[config.mk]
export PLATFORM = sky130hd
export DESIGN_NAME = x_uart_tx_buf_flat
export DESIGN_NICKNAME = d
export VERILOG_FILES = /design/src/rtl/x_uart_pkg.sv /design/src/rtl/x_uart_tx_buf_if.sv /design/src/rtl/x_fifo.sv /design/src/rtl/x_uart_tx_buf.sv /design/src/flat_wrapper.sv
export SDC_FILE = /design/constraint.sdc
export NUM_CORES = 1
export LEC_CHECK = 0
export CORE_MARGIN = 10
export CORE_UTILIZATION = 40
export DETAILED_ROUTE_END_ITERATION = 6
export DONT_BUFFER_PORTS = 1
export GPL_TIMING_DRIVEN = 0
export SLEW_MARGIN = 20
export SYNTH_ARGS = -nofsm -noshare
export SYNTH_HDL_FRONTEND = slang
export SYNTH_SLANG_ARGS = --single-unit
[constraint.sdc]
create_clock -name i_clk -period 5.7 [get_ports i_clk]
set_input_delay 1.425 -clock i_clk [delete_from_list [all_inputs] [get_ports i_clk]]
set_output_delay 1.425 -clock i_clk [all_outputs]
set_load 0.005 [all_outputs]
[src/rtl/x_uart_pkg.sv]
// Shared UART definitions: transmitter state encoding, data width and baud divider helpers.
package x_uart_pkg;

  typedef enum logic [1:0] {
    IDLE  = 2'd0,
    START = 2'd1,
    DATA  = 2'd2,
    STOP  = 2'd3
  } uart_tx_state_t;

  localparam int UART_DATA_W = 8;

  function automatic int baud_div(input int clk_hz, input int baud);
    return clk_hz / baud;
  endfunction

  // Counter width for 0..n-1, never narrower than one bit.
  function automatic int cnt_w(input int n);
    if (n > 1) begin
      return $clog2(n);
    end else begin
      return 1;
    end
  endfunction

endpackage

[src/rtl/x_uart_tx_buf_if.sv]
// Byte handshake into the buffered UART transmitter.
interface x_uart_tx_buf_if;
  import x_uart_pkg::*;

  logic [UART_DATA_W-1:0] i_data;
  logic                   i_valid;
  logic                   o_accept;

  modport master (output i_data, output i_valid, input o_accept);
  modport slave  (input i_data, input i_valid, output o_accept);

endinterface

[src/rtl/x_fifo.sv]
// First-word-fall-through FIFO with wrap-bit pointers; head data is visible whenever not empty.
module x_fifo #(
  parameter int p_width = 8,
  parameter int p_depth = 8
) (
  input  logic                     i_clk,
  input  logic                     i_rst,
  input  logic                     i_push,
  input  logic [p_width-1:0]       i_wdata,
  input  logic                     i_pop,
  output logic [p_width-1:0]       o_rdata,
  output logic                     o_full,
  output logic                     o_empty,
  output logic [$clog2(p_depth):0] o_level
);

  localparam int AW = $clog2(p_depth);

  logic [p_width-1:0] mem_q [p_depth];
  logic [AW:0]        wr_ptr_q, wr_ptr_d;
  logic [AW:0]        rd_ptr_q, rd_ptr_d;
  logic               do_push_s, do_pop_s;

  assign o_full    = (wr_ptr_q[AW] != rd_ptr_q[AW]) && (wr_ptr_q[AW-1:0] == rd_ptr_q[AW-1:0]);
  assign o_empty   = (wr_ptr_q == rd_ptr_q);
  assign o_level   = wr_ptr_q - rd_ptr_q;
  assign o_rdata   = mem_q[rd_ptr_q[AW-1:0]];
  assign do_push_s = i_push & ~o_full;
  assign do_pop_s  = i_pop & ~o_empty;

  // Pointer advance.
  always_comb begin
    wr_ptr_d = wr_ptr_q;
    rd_ptr_d = rd_ptr_q;
    if (do_push_s) begin
      wr_ptr_d = wr_ptr_q + 1'b1;
    end else begin
      wr_ptr_d = wr_ptr_q;
    end
    if (do_pop_s) begin
      rd_ptr_d = rd_ptr_q + 1'b1;
    end else begin
      rd_ptr_d = rd_ptr_q;
    end
  end

  // Pointer registers.
  always_ff @(posedge i_clk) begin
    if (i_rst) begin
      wr_ptr_q <= {(AW+1){1'b0}};
      rd_ptr_q <= {(AW+1){1'b0}};
    end else begin
      wr_ptr_q <= wr_ptr_d;
      rd_ptr_q <= rd_ptr_d;
    end
  end

  // Storage needs no reset: only entries between the pointers are ever read.
  always_ff @(posedge i_clk) begin
    if (do_push_s) begin
      mem_q[wr_ptr_q[AW-1:0]] <= i_wdata;
    end
  end

endmodule

[src/rtl/x_uart_tx_buf.sv]
// Buffered 8N1 UART transmitter: bytes queue in an x_fifo and are serialised back-to-back on o_tx.
module x_uart_tx_buf
  import x_uart_pkg::*;
#(
  parameter int p_clk_hz = 50000000,
  parameter int p_baud   = 115200,
  parameter int p_depth  = 8
) (
  input  logic                     i_clk,
  input  logic                     i_rst,
  x_uart_tx_buf_if.slave           bus,
  output logic                     o_tx,
  output logic                     o_busy,
  output logic [$clog2(p_depth):0] o_level
);

  localparam int DIV = baud_div(p_clk_hz, p_baud);
  localparam int BW  = cnt_w(DIV);
  localparam logic [BW-1:0] BAUD_LAST = BW'(DIV - 1);

  uart_tx_state_t         state_q, state_d;
  logic [BW-1:0]          baud_q, baud_d;
  logic [2:0]             bit_q, bit_d;
  logic [UART_DATA_W-1:0] sh_q, sh_d;
  logic                   tx_q, tx_d;
  logic                   busy_q, busy_d;

  logic                   accept_s, push_s, pop_s, bit_end_s;
  logic                   full_s, empty_s;
  logic [UART_DATA_W-1:0] head_s;

  assign accept_s     = ~full_s & ~i_rst;
  assign push_s       = bus.i_valid & accept_s;
  assign bus.o_accept = accept_s;
  assign bit_end_s    = (baud_q == BAUD_LAST);
  assign o_tx         = tx_q;
  assign o_busy       = busy_q;

  x_fifo #(
    .p_width (UART_DATA_W),
    .p_depth (p_depth)
  ) u_fifo (
    .i_clk   (i_clk),
    .i_rst   (i_rst),
    .i_push  (push_s),
    .i_wdata (bus.i_data),
    .i_pop   (pop_s),
    .o_rdata (head_s),
    .o_full  (full_s),
    .o_empty (empty_s),
    .o_level (o_level)
  );

  // Frame sequencing, baud/bit counting and shifting; the FIFO head is popped on entry to START.
  always_comb begin
    state_d = state_q;
    baud_d  = baud_q;
    bit_d   = bit_q;
    sh_d    = sh_q;
    pop_s   = 1'b0;
    case (state_q)
      IDLE: begin
        if (!empty_s) begin
          state_d = START;
          pop_s   = 1'b1;
          sh_d    = head_s;
          baud_d  = {BW{1'b0}};
        end else begin
          state_d = IDLE;
        end
      end
      START: begin
        if (bit_end_s) begin
          state_d = DATA;
          bit_d   = 3'd0;
          baud_d  = {BW{1'b0}};
        end else begin
          baud_d = baud_q + 1'b1;
        end
      end
      DATA: begin
        if (bit_end_s) begin
          baud_d = {BW{1'b0}};
          sh_d   = {1'b0, sh_q[UART_DATA_W-1:1]};
          if (bit_q == 3'd7) begin
            state_d = STOP;
          end else begin
            bit_d = bit_q + 3'd1;
          end
        end else begin
          baud_d = baud_q + 1'b1;
        end
      end
      STOP: begin
        if (bit_end_s) begin
          baud_d = {BW{1'b0}};
          // Chain straight into the next frame so buffered bytes leave without idle gaps.
          if (!empty_s) begin
            state_d = START;
            pop_s   = 1'b1;
            sh_d    = head_s;
          end else begin
            state_d = IDLE;
          end
        end else begin
          baud_d = baud_q + 1'b1;
        end
      end
      default: begin
        state_d = IDLE;
      end
    endcase

    // Line level follows the next state so o_tx is a clean flop output aligned with it.
    case (state_d)
      START:   tx_d = 1'b0;
      DATA:    tx_d = sh_d[0];
      default: tx_d = 1'b1;
    endcase
    busy_d = (state_d != IDLE);
  end

  // Transmitter state registers.
  always_ff @(posedge i_clk) begin
    if (i_rst) begin
      state_q <= IDLE;
      baud_q  <= {BW{1'b0}};
      bit_q   <= 3'd0;
      sh_q    <= {UART_DATA_W{1'b0}};
      tx_q    <= 1'b1;
      busy_q  <= 1'b0;
    end else begin
      state_q <= state_d;
      baud_q  <= baud_d;
      bit_q   <= bit_d;
      sh_q    <= sh_d;
      tx_q    <= tx_d;
      busy_q  <= busy_d;
    end
  end

endmodule
[src/flat_wrapper.sv]
// flat-port wrapper written by rule: the top's interface ports become plain ports
module x_uart_tx_buf_flat import x_uart_pkg::*;
#(
  parameter int p_clk_hz = 50000000,
  parameter int p_baud   = 115200,
  parameter int p_depth  = 8
)
  (i_clk, i_rst, o_tx, o_busy, o_level, bus_i_data, bus_i_valid, bus_o_accept);
  x_uart_tx_buf_if bus_i ();
  input  logic i_clk;
  input  logic i_rst;
  output logic o_tx;
  output logic o_busy;
  output logic [$clog2(p_depth):0] o_level;
  input wire logic [$bits(bus_i.i_data)-1:0] bus_i_data;
  input wire logic [$bits(bus_i.i_valid)-1:0] bus_i_valid;
  output wire logic [$bits(bus_i.o_accept)-1:0] bus_o_accept;
  assign bus_i.i_data = bus_i_data;
  assign bus_i.i_valid = bus_i_valid;
  assign bus_o_accept = bus_i.o_accept;
  x_uart_tx_buf #(.p_clk_hz(p_clk_hz), .p_baud(p_baud), .p_depth(p_depth)) u_core (.i_clk(i_clk), .i_rst(i_rst), .bus(bus_i), .o_tx(o_tx), .o_busy(o_busy), .o_level(o_level));
endmodule
Yosys cells after proc, flatten, opt, wreduce, memory -nomap -nowiden. Memories as Yosys holds them, arrays and structs flattened. A register that Yosys moved wholly into a read port is not among the register bits. Cells that the tools add are included.

Register bits: 32. Bits in writable memories: 64. Word-level logic and storage cells: 70. Memories: 1. Input port bits: 11. Output and inout port bits: 7.

Add/subtract/negate cells: 5. Reductions and logical operators: 8. Mux-type cells: 25. Equality and inequality tests: 15. Bitwise gates (word level): 7.

Memories: u_core.u_fifo.mem_q (words 8, width 8, rd ports 1, clocked after Yosys merged registers in 1, wr ports 1, line x_fifo.sv:19) `logic [p_width-1:0] mem_q [p_depth];`.

Operator list (count): $mux 8 (3); $pmux 8 s3 (1); $mux 9 (2); $pmux 9 s2 (1); $mux 3 (5); $add 9x1->9 const B (1); $eq 9x9->1 const B (1); $add 4x1->4 const B (2); $mux 2 (4); $pmux 2 s4 (1); $eq 2x2->1 const B (3); $ne 2x1->1 const B (3); $pmux 3 s2 (1); $mux 1 (5); $and 1x1->1 (4); $eq 2x1->1 const B (2); $eq 4x4->1 (1); $ne 2x2->1 const B (2); $pmux 1 s2 (2); $reduce_and 4->1 (1); $reduce_bool 2->1 (2); $sub 4x4->4 (1); $add 3x1->3 const B (1); $eq 3x3->1 (1); other kinds (8) (10).

Logic depth before layout (Yosys ltp). Gate-level depths: netlist (run 1).

Depth in word-level cells: 8. Mapped depth: 8. Mapped depth without buffers: 7.

By module. Synthesis (run 1) repeated with hierarchy kept, for this count alone.

Cells, all modules: 324. Area, all modules: 4480.5 µm².

Modules (own cells, without submodules): x_fifo (cells each 166, instances 1, seq. area each 2142.1 µm², area each 3090.5 µm²); x_uart_tx_buf (cells each 158, instances 1, seq. area each 480.5 µm², area each 1390.1 µm²).

Least setup slack after synthesis (run 1). Ideal clock, no wire load.

Path kind: input to output. Start: in i_rst. End: out bus_o_accept. Stages on the path: 1. Setup slack: 2.618 ns. Arrival time: 1.657 ns. Path buffers: 0. Data required time: 4.275 ns. Cells stage by stage: a21oi_1.

Word-level cells in the longest chain between the ends: 2.

RTL lines: start: declaration (line flat_wrapper.sv:11) `input logic i_rst;`; $not 1->1 (line x_uart_tx_buf.sv:32) `assign accept_s = ~full_s & ~i_rst;`; $and 1x1->1 (line x_uart_tx_buf.sv:32); end: declaration (line flat_wrapper.sv:17) `output wire logic [$bits(bus_i.o_accept)-1:0] bus_o_accept;`.

No other way between the ends.

Worst setup path after layout (run 1).
Start: reg u_core.u_fifo.wr_ptr_q[2]. End: out bus_o_accept.

Word-level cells in the longest chain between the ends: 4.

RTL lines: start: declaration (line x_fifo.sv:20) `logic [AW:0] wr_ptr_q, wr_ptr_d;`; start signal: assignment (line x_fifo.sv:50) `wr_ptr_q <= {(AW+1){1'b0}};`; start signal: assignment (line x_fifo.sv:53) `wr_ptr_q <= wr_ptr_d;`; $eq 3x3->1 (line x_fifo.sv:24) `assign o_full = (wr_ptr_q[AW] != rd_ptr_q[AW]) && (wr_ptr_q[AW-1:0] == rd_ptr_q[AW-1:0]);`; $logic_and 1x1->1 (line x_fifo.sv:24); $not 1->1 (line x_uart_tx_buf.sv:32); $and 1x1->1 (line x_uart_tx_buf.sv:32).

No other way between the ends.

==> results.md, run 1 <==
- Starting density of the core: 0.410
- DRC Markers: 0
- Synth Area per Inst: 13.7 sq um
- Cell taking the most area after synthesis: edfxtp_1
- Final hold vios: 0
- Relative slew slack: 0.340
- Via density: 5.43
- Count of hold-fix buffers inserted at cts: 0
- Combinational power share: 0.257
- Crit Path Max Fanout: 7
- CTS buffer count: 9
- Wire per inst: 17.8 microns
- Slowest stage delay, CP: 0.49 ns
- Synthesis-to-layout area growth: 8.58%
- Worst min path class: flip-flop to flip-flop
- Initial DRT Pass Iterations: 4
- CP cell instances: ha_1, and3_1, a21oi_1
- Largest net degree at the start of global routing: 19
- # setup viols final: 0
- GRT Resource Usage Total: 0.111
- GP Congestion: 0.828
- Seq pwr share: 0.492
- Yosys top cell area share: 0.432
- CTS resizes: 0
- Slowest CP cell: dfxtp_1
- CP Class: flip-flop to primary output
- Unrepaired setup endpoints after global routing: no
- WL final: 8.58 mm
- Setup TNS: 0 ns
- Setup bufs post-CTS: 0
- FF-to-FF setup slack: 2.83 ns
- Cell-internal power: 1.18 mW
- Clk_lat worst skew: 0.37 ns
- Routed vias: 2,615
- Share of layout cells above drive strength 1: 0.143
- Minimum clock period: 3.20 ns
- Maxcap violations: 0
- Diodes inserted: 0
- Mapped Area: 4450 sq um
- Core Rows: 38
- DRT antenna net count: 0
- Total grt overflow: 0
- Die area: 15,700 sq um
- Layout fillers: 999
- Buffers on Ports: 0
- Slew @ Worst Pin: 0.987 ns
- Sequential share of the synthesized area: 0.590
- Root buffer cell: clkbuf_8
- Post-synth net total: 351
- Net Sw Frac: 0.316
- Most common cell in the synthesized netlist: edfxtp_1
- PnR worst setup slack: 2.50 ns
- Asr flop ratio synth: 0
- Leak: 1.63 nW
- # H-tree levels: 3
- TritonCTS sink count: 99
- Post-route clock period utilization: 0.562
- CTS tree: yes
- Seq cells post-synth: 99
- Synth Warn #: 0
- Startpoint class of the critical path: flip-flop
- Buf/Inv on CP: 0
- Clk_skew: 0.0112 ns
- Iter 0 DRT Violations: 157
- Die W: 125 microns
- Synth unique cells: 56
- EDFF count, synth: 64
- Initial antenna violation count: 0
- Fmax achieved: 312 MHz
- PD cells: 356 nW/um^2
- First-pass GRT wire length: 13.9 mm
- Top Ports: 18
- Clock-pin slew on the worst setup and hold paths: 0.10 ns
- Critical Path End Type: primary output
- Largest delay share family, worst path: flip-flops
- Status: completed
- Synth Instances: 324
- Post-DP HPWL: 5.98 mm
- Slew Limit Fails: 0
- Hold Slack: 0.492 ns
- Ys flop type: edfxtp_1
- Worst slack, placed: 2.41 ns
- NetSw: 544 uW
- Core area: 10,800 sq um
- Worst Path Required: 4.28 ns
- Clk pwr share: 0.250
- Fin nets: 364
- Synth top area cells: edfxtp_1 (43%), dfxtp_1 (16%), mux4_1 (4.7%)
- Most common library cells after synthesis: edfxtp_1 (64), nor2_1 (38), dfxtp_1 (35), ha_1 (15), inv_1 (15)
- Clock Tree Buf Depth: 2
- Die height: 125 microns
- VDD IR-drop max: 0.000268 V
- CP arrival: 1.78 ns
- Vias in the first global route: 2,597
==> sequential cells by signal (all words and copies together), names as in the netlist, named ones only <==
register and flops:
u_core.u_fifo.mem_q 64, u_core.baud_q 9, u_core.sh_q 8, u_core.u_fifo.rd_ptr_q 4
u_core.u_fifo.wr_ptr_q 4, u_core.bit_q 3, u_core.state_q 2, u_core.o_busy 1
u_core.o_tx 1
==> power by group through the flow <==
stage / clock, mW / sequential, mW / combinational, mW
finish: 0.431 / 0.847 / 0.443
global placement: 0 / 0.863 / 0.444
floorplan: 0 / 0.853 / 0.361
CTS: 0.444 / 0.848 / 0.448
global route: 0.473 / 0.854 / 0.504
detailed placement: 0 / 0.864 / 0.445
==> worst register-to-register path, cell delays in order, from the launching register on <==
cell and delay, ns:
dfxtp_1 0.49, ha_1 0.33, and3_1 0.23, a21oi_1 0.35, nand3_1 0.27, nor2_1 0.82
==> final timing paths <==
check	start	end	cells after the start
max	u_core.u_fifo.wr_ptr_q[2]	bus_o_accept	3
min reg2reg	u_core.sh_q[6]	u_core.sh_q[6]	1
min	u_core.sh_q[6]	u_core.sh_q[6]	1
max reg2reg	u_core.u_fifo.wr_ptr_q[2]	u_core.u_fifo.mem_q[4][7]	5
==> cells by family after synthesis <==
kind of cell,synth area share
DFF,0.590
and+or+nand+nor,0.102
AOI/OAI and AO/OA,0.101
muxes,0.113
buffers and inverters,0.0309
adders and majority gates,0.0467
xor gates and xnor gates,0.0177
==> layout by cell type (no fill, tap or decap), drive strengths merged, types with 2 or more instances in the layout <==
cell	Yosys	routed
a311oi	2	2
a41oi	3	3
a32oi	3	3
xnor2	7	7
nor3	9	9
nor3b	2	2
inv	15	20
edfxtp	64	64
ha	15	15
mux4	16	16
clkinv	0	2
xor2	2	2
nand3b	3	3
nor2	39	39
a22o	6	6
and2	2	2
nand2	14	14
nand3	7	7
a31oi	2	2
a32o	5	5
mux2i	2	2
a21oi	13	13
mux2	8	8
buf	5	7
and3	5	5
o21ai	13	13
clkbuf	5	14
dfxtp	35	35
a211oi	2	2
nor4b	2	2
a31o	2	2
a22oi	2	2
==> stage by stage <==
stage                     cells  cell area, sq um   util  power [mW]
after floorplan             324              4450      -        1.21
after global placement      464              4620  0.426        1.31
after detailed placement    466              4650  0.429        1.31
after CTS                   482              4830  0.446        1.74
after global routing        482              4830  0.446        1.83
final                       482              4830  0.446        1.72
==> routing by layer <==
layer / up-vias / part of all wire / global-route usage
met2: 47 / 0.48 / 0.177
met5: - / 0 / 0
met1: 1280 / 0.47 / 0.139
li1: 1278 / - / -
met4: 0 / 0.013 / 0.0373
met3: 10 / 0.043 / 0.0330
==> cell type report <==
type                       instances  area [sq um]  area share
tap                              140           175      0.0363
timing repair buffer               2          15.0     0.00311
clock buffer                       9           124      0.0256
buffer                            10          81.3      0.0168
clock inverter                     7          57.6      0.0119
sequential                        99          2620       0.543
inverter                          15          56.3      0.0117
multi-input combinational        200          1700       0.352
(Power assumes the default switching activity.)
==> inputs of run 2 (changes only) <==
==> constraint.sdc (replaced) <==
create_clock -name i_clk -period 3.1 [get_ports i_clk]
set_input_delay 0.775 -clock i_clk [delete_from_list [all_inputs] [get_ports i_clk]]
set_output_delay 0.775 -clock i_clk [all_outputs]
set_load 0.005 [all_outputs]
==> results of run 2 <==
Same layout as run 1 (identical final DEF). Status: completed.
Main changes from that run: setup slack after placement 2.41 ns -> 0.153 ns; clock-pin slew on the worst setup and hold paths 0.10 ns -> 0.11 ns; setup slack after layout 2.50 ns -> 0.225 ns; hold slack 0.492 ns -> 0.484 ns; end point of the critical path bus_o_accept -> u_core.u_fifo.mem_q[4][7]; register-to-register setup slack 2.83 ns -> 0.23 ns; end point of the worst hold path u_core.sh_q[6] -> u_core.u_fifo.mem_q[4][2]; total power 1.72 mW -> 3.16 mW; worst IR drop on VDD 0.000268 V -> 0.000493 V
==> inputs of run 3 (changes only) <==
--- a/config.mk
+++ b/config.mk
@@ -5,7 +5,7 @@
 export SDC_FILE = /design/constraint.sdc
 export NUM_CORES = 1
 export LEC_CHECK = 0
-export CORE_MARGIN = 10
+export CORE_MARGIN = 5
 export CORE_UTILIZATION = 40
 export DETAILED_ROUTE_END_ITERATION = 6
 export DONT_BUFFER_PORTS = 1
==> results.md, run 3 (synthesis results as in run 1) <==
- Worst min path class: input pin to flip-flop
- GP Congestion: 0.798 (-3.5%)
- CTS tree: yes
- Final hold vios: 0 (unchanged)
- Critical Path End Type: flip-flop
- Wire per inst: 18.5 microns (+4.1%)
- Initial DRT Pass Iterations: 5 (+1)
- PD cells: 655 nW/um^2
- Clock Tree Buf Depth: 2 (unchanged)
- Synthesis-to-layout area growth: 8.35%
- Slew @ Worst Pin: 1.03 ns (+0.0421 ns)
- Slew Limit Fails: 0 (unchanged)
- Clk_lat worst skew: 0.37 ns (about the same)
- Status: completed
- Largest delay share family, worst path: simple AND/OR/NAND/NOR gates
- Cell-internal power: 2.16 mW
- GRT Resource Usage Total: 0.140 (+0.0293)
- Via density: 5.45 (+0.44%)
- Setup bufs post-CTS: 0 (unchanged)
- CP Class: flip-flop to flip-flop
- CP arrival: 2.81 ns
- Fin nets: 363 (-0.27%)
- Slowest CP cell: nor2_1
- Buf/Inv on CP: 0 (unchanged)
- Root buffer cell: clkbuf_8
- Slowest stage delay, CP: 0.76 ns
- Routed vias: 2,621 (+0.23%)
- Die area: 13,300 sq um (-15%)
- # H-tree levels: 3 (unchanged)
- Worst Path Required: 3.10 ns
- Largest net degree at the start of global routing: 18 (-1)
- Tot Pwr: 3.16 mW
- Leading cell type in the layout, fill and taps excluded: edfxtp_1
- Buffers on Ports: 0 (unchanged)
- Layout fillers: 965 (-3.4%)
- Relative slew slack: 0.312 (-0.0282)
- Clk pwr share: 0.244 (-0.006)
- DRC Markers: 0 (unchanged)
- Worst slack, placed: 0.116 ns
- WL final: 8.92 mm (+3.9%)
- Top Ports: 18 (unchanged)
- NetSw: 998 uW
- Startpoint class of the critical path: flip-flop
- Seq pwr share: 0.494 (+0.002)
- Unrepaired setup endpoints after global routing: no
- CTS buffer count: 9 (unchanged)
- Share of layout cells above drive strength 1: 0.141 (-0.00251)
- DRT antenna net count: 0 (unchanged)
- Net Sw Frac: 0.316
- Diodes inserted: 0 (unchanged)
- TritonCTS sink count: 99 (unchanged)
- Core Rows: 38 (unchanged)
- Initial antenna violation count: 0 (unchanged)
- First-pass GRT wire length: 14.0 mm (+0.10%)
- Vias in the first global route: 2,618 (+0.81%)
- Final Core Density: 0.443 (-0.00286)
- Clock-pin slew on the worst setup and hold paths: 0.11 ns
- Post-route clock period utilization: 0.908
- Minimum clock period: 2.81 ns
- Crit Path Max Fanout: 8
- Post-DP HPWL: 5.98 mm (about the same)
- Die W: 115 microns (-8.0%)
- Combinational power share: 0.262 (+0.005)
- Maxcap violations: 0 (unchanged)
- Clk_skew: 0.0128 ns (+0.00154 ns)
- Starting density of the core: 0.409 (-0.00179)
- CP cell instances: ha_1, and3_1, a21oi_1, nand3_1, nor2_1
- Commonest non-fill, non-tap cells in the layout: edfxtp_1 (64), nor2_1 (37), dfxtp_1 (35)
- Leak: 1.62 nW (-0.88%)
- Total grt overflow: 0 (unchanged)
- # setup viols final: 0 (unchanged)
- Core area: 10,900 sq um (+0.44%)
- Die height: 115 microns (-8.0%)
- PnR worst setup slack: 0.285 ns
- Largest register FFs: 64 (unchanged)
- Iter 0 DRT Violations: 235 (+50%)
- Fmax achieved: 355 MHz
- VDD IR-drop max: 0.000403 V
[run 3: changes by cell type in the layout (fill, tap and decap cells not counted), sizes merged]
cell	previous run	this run
clkbuf	14	15
clkinvlp	0	1
buf	7	6
inv	20	18
[run 3: power by group through the flow]
| stage | clock (mW) | combinational (mW) | sequential, mW |
|---|---|---|---|
| after floorplan | 0 | 0.664 | 1.57 |
| after CTS | 0.795 | 0.830 | 1.56 |
| final | 0.771 | 0.825 | 1.56 |
| after global placement | 0 | 0.821 | 1.59 |
| after detailed placement | 0 | 0.824 | 1.59 |
| after global routing | 0.835 | 0.913 | 1.57 |
[run 3: cell type report]
type | count | area, sq um | share of cell area
plain buffers | 10 | 81.3 | 0.0169
inverters | 15 | 56.3 | 0.0117
clock inverters | 6 | 48.8 | 0.0101
multi-input cells | 200 | 1700 | 0.353
flip-flops and latches | 99 | 2620 | 0.544
well taps | 140 | 175 | 0.0363
clock buffers | 10 | 128 | 0.0265
repair buffers | 1 | 7.51 | 0.00156
[run 3: final timing paths]
path / from / endpoint / slack, ns / cells after the start
setup / recovery: u_core.u_fifo.wr_ptr_q[2] / u_core.u_fifo.mem_q[6][7] / 0.29 / 5
hold reg to reg: u_core.sh_q[6] / u_core.sh_q[6] / 0.50 / 1
setup reg to reg: u_core.u_fifo.wr_ptr_q[2] / u_core.u_fifo.mem_q[6][7] / 0.29 / 5
hold / removal: bus_i_data[2] / u_core.u_fifo.mem_q[4][2] / 0.49 / 0
[run 3: routing by layer]
metal,GRT usage,share of wire,vias to the layer above
met5,0,0,-
met4,0.0407,0.0089,0
met3,0.0433,0.048,7
met1,0.174,0.45,1287
met2,0.236,0.49,47
li1,-,-,1280
[run 3: through the flow]
| stage | hold slack (ns) | instance area, sq um | setup TNS [ns] | instances |
|---|---|---|---|---|
| after detailed placement | 0.474 | 4640 | 0 | 465 |
| after global placement | 0.467 | 4620 | -0.596 | 464 |
| after CTS | 0.468 | 4820 | 0 | 481 |
| after floorplan | 0.449 | 4450 | 0 | 324 |
| after global routing | 0.462 | 4820 | 0 | 481 |
| final | 0.490 | 4820 | 0 | 481 |
[run 3: timing repair]
action	in CTS	in global routing
gates resized for setup	0	1
hold buffers	0	0
endpoints found under the setup margin	0	8
[run 3: worst reg2reg max path, stage by stage, from the launching register on]
cell     delay [ns]
dfxtp_1        0.49
ha_1           0.33
and3_1         0.24
a21oi_1        0.35
nand3_1        0.28
nor2_1         0.77
